--- src/rtl/sar_pkg.sv ---
// Shared definitions for the SAR capture block.
//   - state_e  : capture FSM state encoding
//   - SAR_NBITS: default SAR result width
package sar_pkg;

  localparam int SAR_NBITS = 8;

  typedef enum logic [1:0] {
    ST_IDLE  = 2'd0,
    ST_START = 2'd1,
    ST_WAIT  = 2'd2,
    ST_GAP   = 2'd3
  } state_e;

endpackage

--- src/rtl/sar_capture_fifo.sv ---
// Result FIFO for sar_capture.
// Ports:
//   clk_i, rst_ni   : clock, asynchronous active-low reset
//   push_i, wdata_i : write request and data (ignored while full unless popping)
//   pop_i           : read request (ignored while empty)
//   rdata_o         : oldest entry
//   full_o, empty_o : occupancy status
module sar_capture_fifo #(
  parameter int WIDTH = 8,
  parameter int DEPTH = 4
) (
  input  logic             clk_i,
  input  logic             rst_ni,
  input  logic             push_i,
  input  logic [WIDTH-1:0] wdata_i,
  input  logic             pop_i,
  output logic [WIDTH-1:0] rdata_o,
  output logic             full_o,
  output logic             empty_o
);

  localparam int AW = (DEPTH > 1) ? $clog2(DEPTH) : 1;
  localparam logic [AW:0] FULL_C = (AW + 1)'(DEPTH);

  logic [WIDTH-1:0] mem_q [DEPTH];
  logic [AW-1:0]    wr_ptr_q, rd_ptr_q;
  logic [AW:0]      count_q, count_d;
  logic             push_ok_s, pop_ok_s;

  assign full_o  = (count_q == FULL_C);
  assign empty_o = (count_q == '0);
  assign rdata_o = mem_q[rd_ptr_q];

  // A pop frees a slot in the same cycle, so a push into a full FIFO is accepted then.
  assign pop_ok_s  = pop_i & ~empty_o;
  assign push_ok_s = push_i & (~full_o | pop_ok_s);

  // Occupancy next-state.
  always_comb begin
    count_d = count_q;
    case ({push_ok_s, pop_ok_s})
      2'b10:   count_d = count_q + (AW + 1)'(1);
      2'b01:   count_d = count_q - (AW + 1)'(1);
      default: count_d = count_q;
    endcase
  end

  // Storage, pointers (power-of-two depth, so they wrap naturally) and occupancy.
  always_ff @(posedge clk_i or negedge rst_ni) begin
    if (!rst_ni) begin
      for (int i = 0; i < DEPTH; i++) begin
        mem_q[i] <= '0;
      end
      wr_ptr_q <= '0;
      rd_ptr_q <= '0;
      count_q  <= '0;
    end else begin
      if (push_ok_s) begin
        mem_q[wr_ptr_q] <= wdata_i;
        wr_ptr_q        <= wr_ptr_q + AW'(1);
      end
      if (pop_ok_s) begin
        rd_ptr_q <= rd_ptr_q + AW'(1);
      end
      count_q <= count_d;
    end
  end

endmodule

--- src/rtl/sar_capture.sv ---
// SAR conversion sequencer and result capture.
// Ports:
//   clk_i, rst_ni            : clock, asynchronous active-low reset
//   en_i, trig_i, interval_i : continuous enable, single-shot request, idle gap length
//   go_o, busy_o             : conversion request pulse, conversion in flight
//   valid_i, resultp_i/n_i   : SAR completion and decided-one / decided-zero vectors
//   dout_o, dout_valid_o,
//   dout_ready_i             : captured-result stream (oldest first)
//   clr_flags_i, err_*_o     : sticky error flags and their clear
module sar_capture
  import sar_pkg::*;
#(
  parameter int NBITS = SAR_NBITS,
  parameter int DEPTH = 4,
  parameter int TMO   = NBITS + 4
) (
  input  logic             clk_i,
  input  logic             rst_ni,
  input  logic             en_i,
  input  logic             trig_i,
  input  logic [15:0]      interval_i,
  output logic             go_o,
  input  logic             valid_i,
  input  logic [NBITS-1:0] resultp_i,
  input  logic [NBITS-1:0] resultn_i,
  output logic [NBITS-1:0] dout_o,
  output logic             dout_valid_o,
  input  logic             dout_ready_i,
  output logic             busy_o,
  input  logic             clr_flags_i,
  output logic             err_ovf_o,
  output logic             err_cons_o,
  output logic             err_tmo_o
);

  localparam logic [15:0] TMO_C = 16'(TMO);

  state_e      state_q, state_d;
  logic [15:0] cnt_q, cnt_d;
  logic        go_q, busy_q;
  logic        err_ovf_q, err_cons_q, err_tmo_q;
  logic        err_ovf_d, err_cons_d, err_tmo_d;
  logic        push_s, tmo_s, pop_s, ovf_s, cons_s;
  logic        full_s, empty_s;

  // Next-state: one counter serves as the VALID timeout in WAIT and the idle gap in GAP.
  always_comb begin
    state_d = state_q;
    cnt_d   = cnt_q;
    push_s  = 1'b0;
    tmo_s   = 1'b0;
    case (state_q)
      ST_IDLE: begin
        if (en_i || trig_i) state_d = ST_START;
        else                state_d = ST_IDLE;
      end
      ST_START: begin
        state_d = ST_WAIT;
        cnt_d   = TMO_C;
      end
      ST_WAIT: begin
        if (valid_i) begin
          push_s = 1'b1;
          if (!en_i) begin
            state_d = ST_IDLE;
            cnt_d   = 16'd0;
          end else if (interval_i == 16'd0) begin
            state_d = ST_START;
          end else begin
            state_d = ST_GAP;
            cnt_d   = interval_i;
          end
        end else if (cnt_q <= 16'd1) begin
          // Last allowed WAIT cycle passed without VALID.
          tmo_s   = 1'b1;
          state_d = ST_IDLE;
          cnt_d   = 16'd0;
        end else begin
          cnt_d = cnt_q - 16'd1;
        end
      end
      ST_GAP: begin
        if (!en_i) begin
          state_d = ST_IDLE;
          cnt_d   = 16'd0;
        end else if (cnt_q <= 16'd1) begin
          state_d = ST_START;
          cnt_d   = 16'd0;
        end else begin
          cnt_d = cnt_q - 16'd1;
        end
      end
      default: begin
        state_d = ST_IDLE;
        cnt_d   = 16'd0;
      end
    endcase
  end

  assign pop_s  = ~empty_s & dout_ready_i;
  assign ovf_s  = push_s & full_s & ~pop_s;
  assign cons_s = push_s & ((resultp_i ^ resultn_i) != {NBITS{1'b1}});

  // Sticky flags: a set event in the same cycle outranks the clear.
  always_comb begin
    err_ovf_d  = ovf_s  ? 1'b1 : (clr_flags_i ? 1'b0 : err_ovf_q);
    err_cons_d = cons_s ? 1'b1 : (clr_flags_i ? 1'b0 : err_cons_q);
    err_tmo_d  = tmo_s  ? 1'b1 : (clr_flags_i ? 1'b0 : err_tmo_q);
  end

  // State, counter, registered status outputs and flags.
  always_ff @(posedge clk_i or negedge rst_ni) begin
    if (!rst_ni) begin
      state_q    <= ST_IDLE;
      cnt_q      <= 16'd0;
      go_q       <= 1'b0;
      busy_q     <= 1'b0;
      err_ovf_q  <= 1'b0;
      err_cons_q <= 1'b0;
      err_tmo_q  <= 1'b0;
    end else begin
      state_q    <= state_d;
      cnt_q      <= cnt_d;
      go_q       <= (state_d == ST_START);
      busy_q     <= (state_d == ST_START) || (state_d == ST_WAIT);
      err_ovf_q  <= err_ovf_d;
      err_cons_q <= err_cons_d;
      err_tmo_q  <= err_tmo_d;
    end
  end

  sar_capture_fifo #(
    .WIDTH (NBITS),
    .DEPTH (DEPTH)
  ) u_fifo (
    .clk_i   (clk_i),
    .rst_ni  (rst_ni),
    .push_i  (push_s),
    .wdata_i (resultp_i),
    .pop_i   (pop_s),
    .rdata_o (dout_o),
    .full_o  (full_s),
    .empty_o (empty_s)
  );

  assign go_o         = go_q;
  assign busy_o       = busy_q;
  assign dout_valid_o = ~empty_s;
  assign err_ovf_o    = err_ovf_q;
  assign err_cons_o   = err_cons_q;
  assign err_tmo_o    = err_tmo_q;

endmodule

--- config.mk ---
export PLATFORM = sky130hd
export DESIGN_NAME = sar_capture
export DESIGN_NICKNAME = d
export VERILOG_FILES = /design/src/rtl/sar_pkg.sv /design/src/rtl/sar_capture_fifo.sv /design/src/rtl/sar_capture.sv
export SDC_FILE = /design/constraint.sdc
export NUM_CORES = 1
export LEC_CHECK = 0
export ABC_AREA = 1
export CAP_MARGIN = 10
export CORE_MARGIN = 1
export CORE_UTILIZATION = 50
export CTS_CLUSTER_DIAMETER = 60
export DETAILED_ROUTE_END_ITERATION = 7
export GPL_TIMING_DRIVEN = 0
export PLACE_DENSITY = 0.82
export SYNTH_ARGS = -nofsm -noshare
export SYNTH_HDL_FRONTEND = slang
export SYNTH_SLANG_ARGS = --single-unit
--- constraint.sdc ---
create_clock -name clk_i -period 2.6 [get_ports clk_i]
set_input_delay 0.26 -clock clk_i [delete_from_list [all_inputs] [get_ports clk_i]]
set_output_delay 0.26 -clock clk_i [all_outputs]
set_load 0.05 [all_outputs]
==> results of run 1 <==
metal layers:
layer / up-vias / track usage (%) / share of wire [%]
li1: 1602 / - / -
met1: 1521 / 30.03 / 42
met2: 80 / 45.89 / 52
met3: 18 / 5.810 / 4.2
met4: 0 / 10.61 / 2.2
met5: - / 0 / 0
power breakdown:
group | switching [W] | internal, W | leakage [nW] | total [W]
clock | 0.000369 | 0.000514 | 0.104 | 0.000883
sequential | 0.000325 | 0.00139 | 0.791 | 0.00171
combinational | 0.00200 | 0.000968 | 1.34 | 0.00297
flip-flops by register name, indices dropped and copies added (netlist names):
name / count
busy_o: 1
cnt_q: 16
err_cons_o: 1
err_ovf_o: 1
err_tmo_o: 1
go_o: 1
state_q: 2
u_fifo.count_q: 3
u_fifo.mem_q: 32
u_fifo.rd_ptr_q: 2
u_fifo.wr_ptr_q: 2
kinds of logic (layout without fill, tap and decap cells):
group / Yosys count / in the layout / synth area share (%)
AO/OA/AOI/OAI: 67 / 67 / 9.741
buffers and inverters: 44 / 112 / 5.256
XOR/XNOR: 19 / 19 / 4.660
flip-flops: 62 / 62 / 43.45
AND/OR/NAND/NOR: 260 / 260 / 33.53
adder cells (fa/ha/maj): 9 / 9 / 3.364
cell usage in the layout (no fill, tap or decap), drive strengths merged:
cell           instances
or2                    3
bufinv                 1
and2                   1
nor3                   2
dfrtp                 62
dlygate4sd2            8
xnor2                  7
inv                   32
nand3                 32
nor2                  63
nand3b                 4
clkbuf                14
a21oi                  5
o21ai                 53
dlygate4sd3            1
buf                    9
o22ai                  8
o211ai                 1
xor2                  12
clkinv                 3
nand2                155
clkdlybuf4s50         43
ha                     8
fa                     1
clkinvlp               1
what timing repair did:
item | CTS | global route
gates resized for setup | 8 | 1
pin swaps | 0 | 0
endpoints found under the hold margin | 30 | 0
endpoints found under the setup margin | 8 | 8
hold buffers | 1 | 0
tightest hold or removal path, delay by kind of cell, from the launching register on:
family	cells	cell delay [ns]
compound gates	1	0.06
flops	1	0.33
simple gates	1	0.05
through the flow:
stage	utilization (%)	cell area (um2)	hold WS (ns)	cells	worst slack, ns
after floorplan	-	3571	-0.03559	461	0.5942
after global placement	61.65	4212	0.4565	609	-0.7429
final	64.87	4432	0.4735	625	0.2253
after detailed placement	61.87	4227	0.3610	610	0.1149
after global routing	64.87	4432	0.5030	625	0.06532
after CTS	64.91	4434	0.4786	626	0.01346
cell type report:
cell class	count	area [um2]	share of cell area, %
Tap cell	96	120.1	2.710
Buffer	9	57.56	1.299
Sequential cell	62	1551	35.01
Inverter	34	127.6	2.880
Clock inverter	3	42.54	0.9599
Clock buffer	12	165.2	3.727
Multi-Input combinational cell	355	1832	41.33
Timing Repair Buffer	54	535.5	12.08
worst min-delay path by stage:
stage	startpoint	to
floorplan	rst_ni	busy_o$_DFF_PN0_
global placement	u_fifo.mem_q[20]$_DFFE_PN0P_	u_fifo.mem_q[20]$_DFFE_PN0P_
detailed placement	rst_ni	u_fifo.mem_q[6]$_DFFE_PN0P_
CTS	u_fifo.mem_q[9]$_DFFE_PN0P_	u_fifo.mem_q[9]$_DFFE_PN0P_
global route	u_fifo.mem_q[22]$_DFFE_PN0P_	u_fifo.mem_q[22]$_DFFE_PN0P_
finish	u_fifo.mem_q[15]$_DFFE_PN0P_	u_fifo.mem_q[15]$_DFFE_PN0P_
==> run metrics, run 1 <==
outcome completed; slowest CP cell dlygate4sd2_1; WHS Path Cells 2; post-synthesis sequential area ratio 43.45%; via/cell ratio 5.154; fmax about 420 MHz; worst rel slew slack roughly 51%; Worst-path clk slew 0.07 ns; DRT iter0 DRCs 180; CTS HTree Levels 3; TritonRoute pass-1 iters 4; Crit path largest cell delay between 0.5 and 0.6 ns; Leak Pwr between 2 and 2.5 nW; fillers just over 600; Post-synth top cells 152 x nand2_1, 62 x dfrtp_1, 56 x nor2_1, 33 x o21ai_1, 29 x inv_1; CP Capture Type primary output; async set-reset flop share out of synthesis 100.0%; nets around 570; Peak VDD IR 0.4095 mV; Antenna Violating Nets Remaining 0; Critical R2R Capture u_fifo.count_q[2]$_DFFE_PN0P_; Die ar. approximately 7500 um2; share of cells above drive strength 1 under 10%; Syn Std Cell Area around 3600 um2; CP arrival between 2 and 2.5 ns; final worst-path cycle share ~91%; antenna violations before repair 0; Yosys top cell area share a little over two fifths; post-synthesis cell count around 460; total grt overflow 0; vias in the first global route roughly 3200; Core Box Area slightly below 7000 um2; cell family with most CP delay buffers and inverters; Crit path depth 5; syn_area_per_cell slightly below 8 um2; final setup fails 0; # IOs 53; RSZ-0062 raised after global routing false; Worst Setup EP dout_o[1]; cells on worst reg2reg path 10; die height ~87 um; vias between 3000 and 4000; prevailing post-synth register cell dfrtp_1; Routed WL around 8500 um; TNS Setup 0 ns; die width roughly 87 um; Final Hold Vio Count 0; Starting Density between 50% and 60%; EDFF count, synth 0; Worst Setup SP u_fifo.rd_ptr_q[0]$_DFFE_PN0P_; ant diodes 0; crit path time final between 2 and 2.5 ns; Max FO, Critical Path 10; total CTS buffers 9; DRC 0; Synth area leader dfrtp_1; pwr dens roughly 1300 nW/um2; most used standard cell by instance count after synthesis nand2_1; syn nets ~510; worst-path cell chain clkbuf_1 > clkbuf_2 > nor2_1 > o22ai_1 > dlygate4sd2_1; WS Path Type reg2out; setup bufs post-CTS 0; largest net degree at the start of global routing 33; CTS tree yes; Critical Path Start Type flip-flop; Clock Skew between 0.008 and 0.009 ns; Worst-Margin Slew roughly 0.73 ns; R2R Setup Slk between 0.3 and 0.4 ns; global-route wire length before repair 14740 um; synth unique cells 32; Clock Tree Root clkbuf_8; DR WL/cell approximately 14 um; port bufs 52; cell row count 30; area delta synth->final 24.11%; Max Buffers Root-to-Sink 2; HPWL Detailed between 6000 and 7000 um; Synth Register Bits a little over 60; maxcap violations 0; reg-to-reg startpoint u_fifo.count_q[1]$_DFFE_PN0P_; Req. time, crit path around 2.3 ns; clock latency on the worst-skew pair between 0.3 and 0.4 ns; CP Buf/Inv Count 3; total chip power around 0.0056 W; TritonCTS sink count 62; type of the most critical hold path reg2reg; top post-synthesis cells by area dfrtp_1 43%, nand2_1 16%, nor2_1 5.9%; Pins Over Slew Limit 0; gr usage total between 20% and 30%; Yosys Warn Count 0; Placer Congestion about 0.83
(Power assumes the default switching activity.)
==> inputs of run 2 (changes only) <==
--- a/config.mk
+++ b/config.mk
@@ -13,6 +13,7 @@
 export DETAILED_ROUTE_END_ITERATION = 7
 export GPL_TIMING_DRIVEN = 0
 export PLACE_DENSITY = 0.82
+export SKIP_LAST_GASP = 1
 export SYNTH_ARGS = -nofsm -noshare
 export SYNTH_HDL_FRONTEND = slang
 export SYNTH_SLANG_ARGS = --single-unit
==> results of run 2 <==
No change in the layout: final DEF, timing and power equal those of run 1.
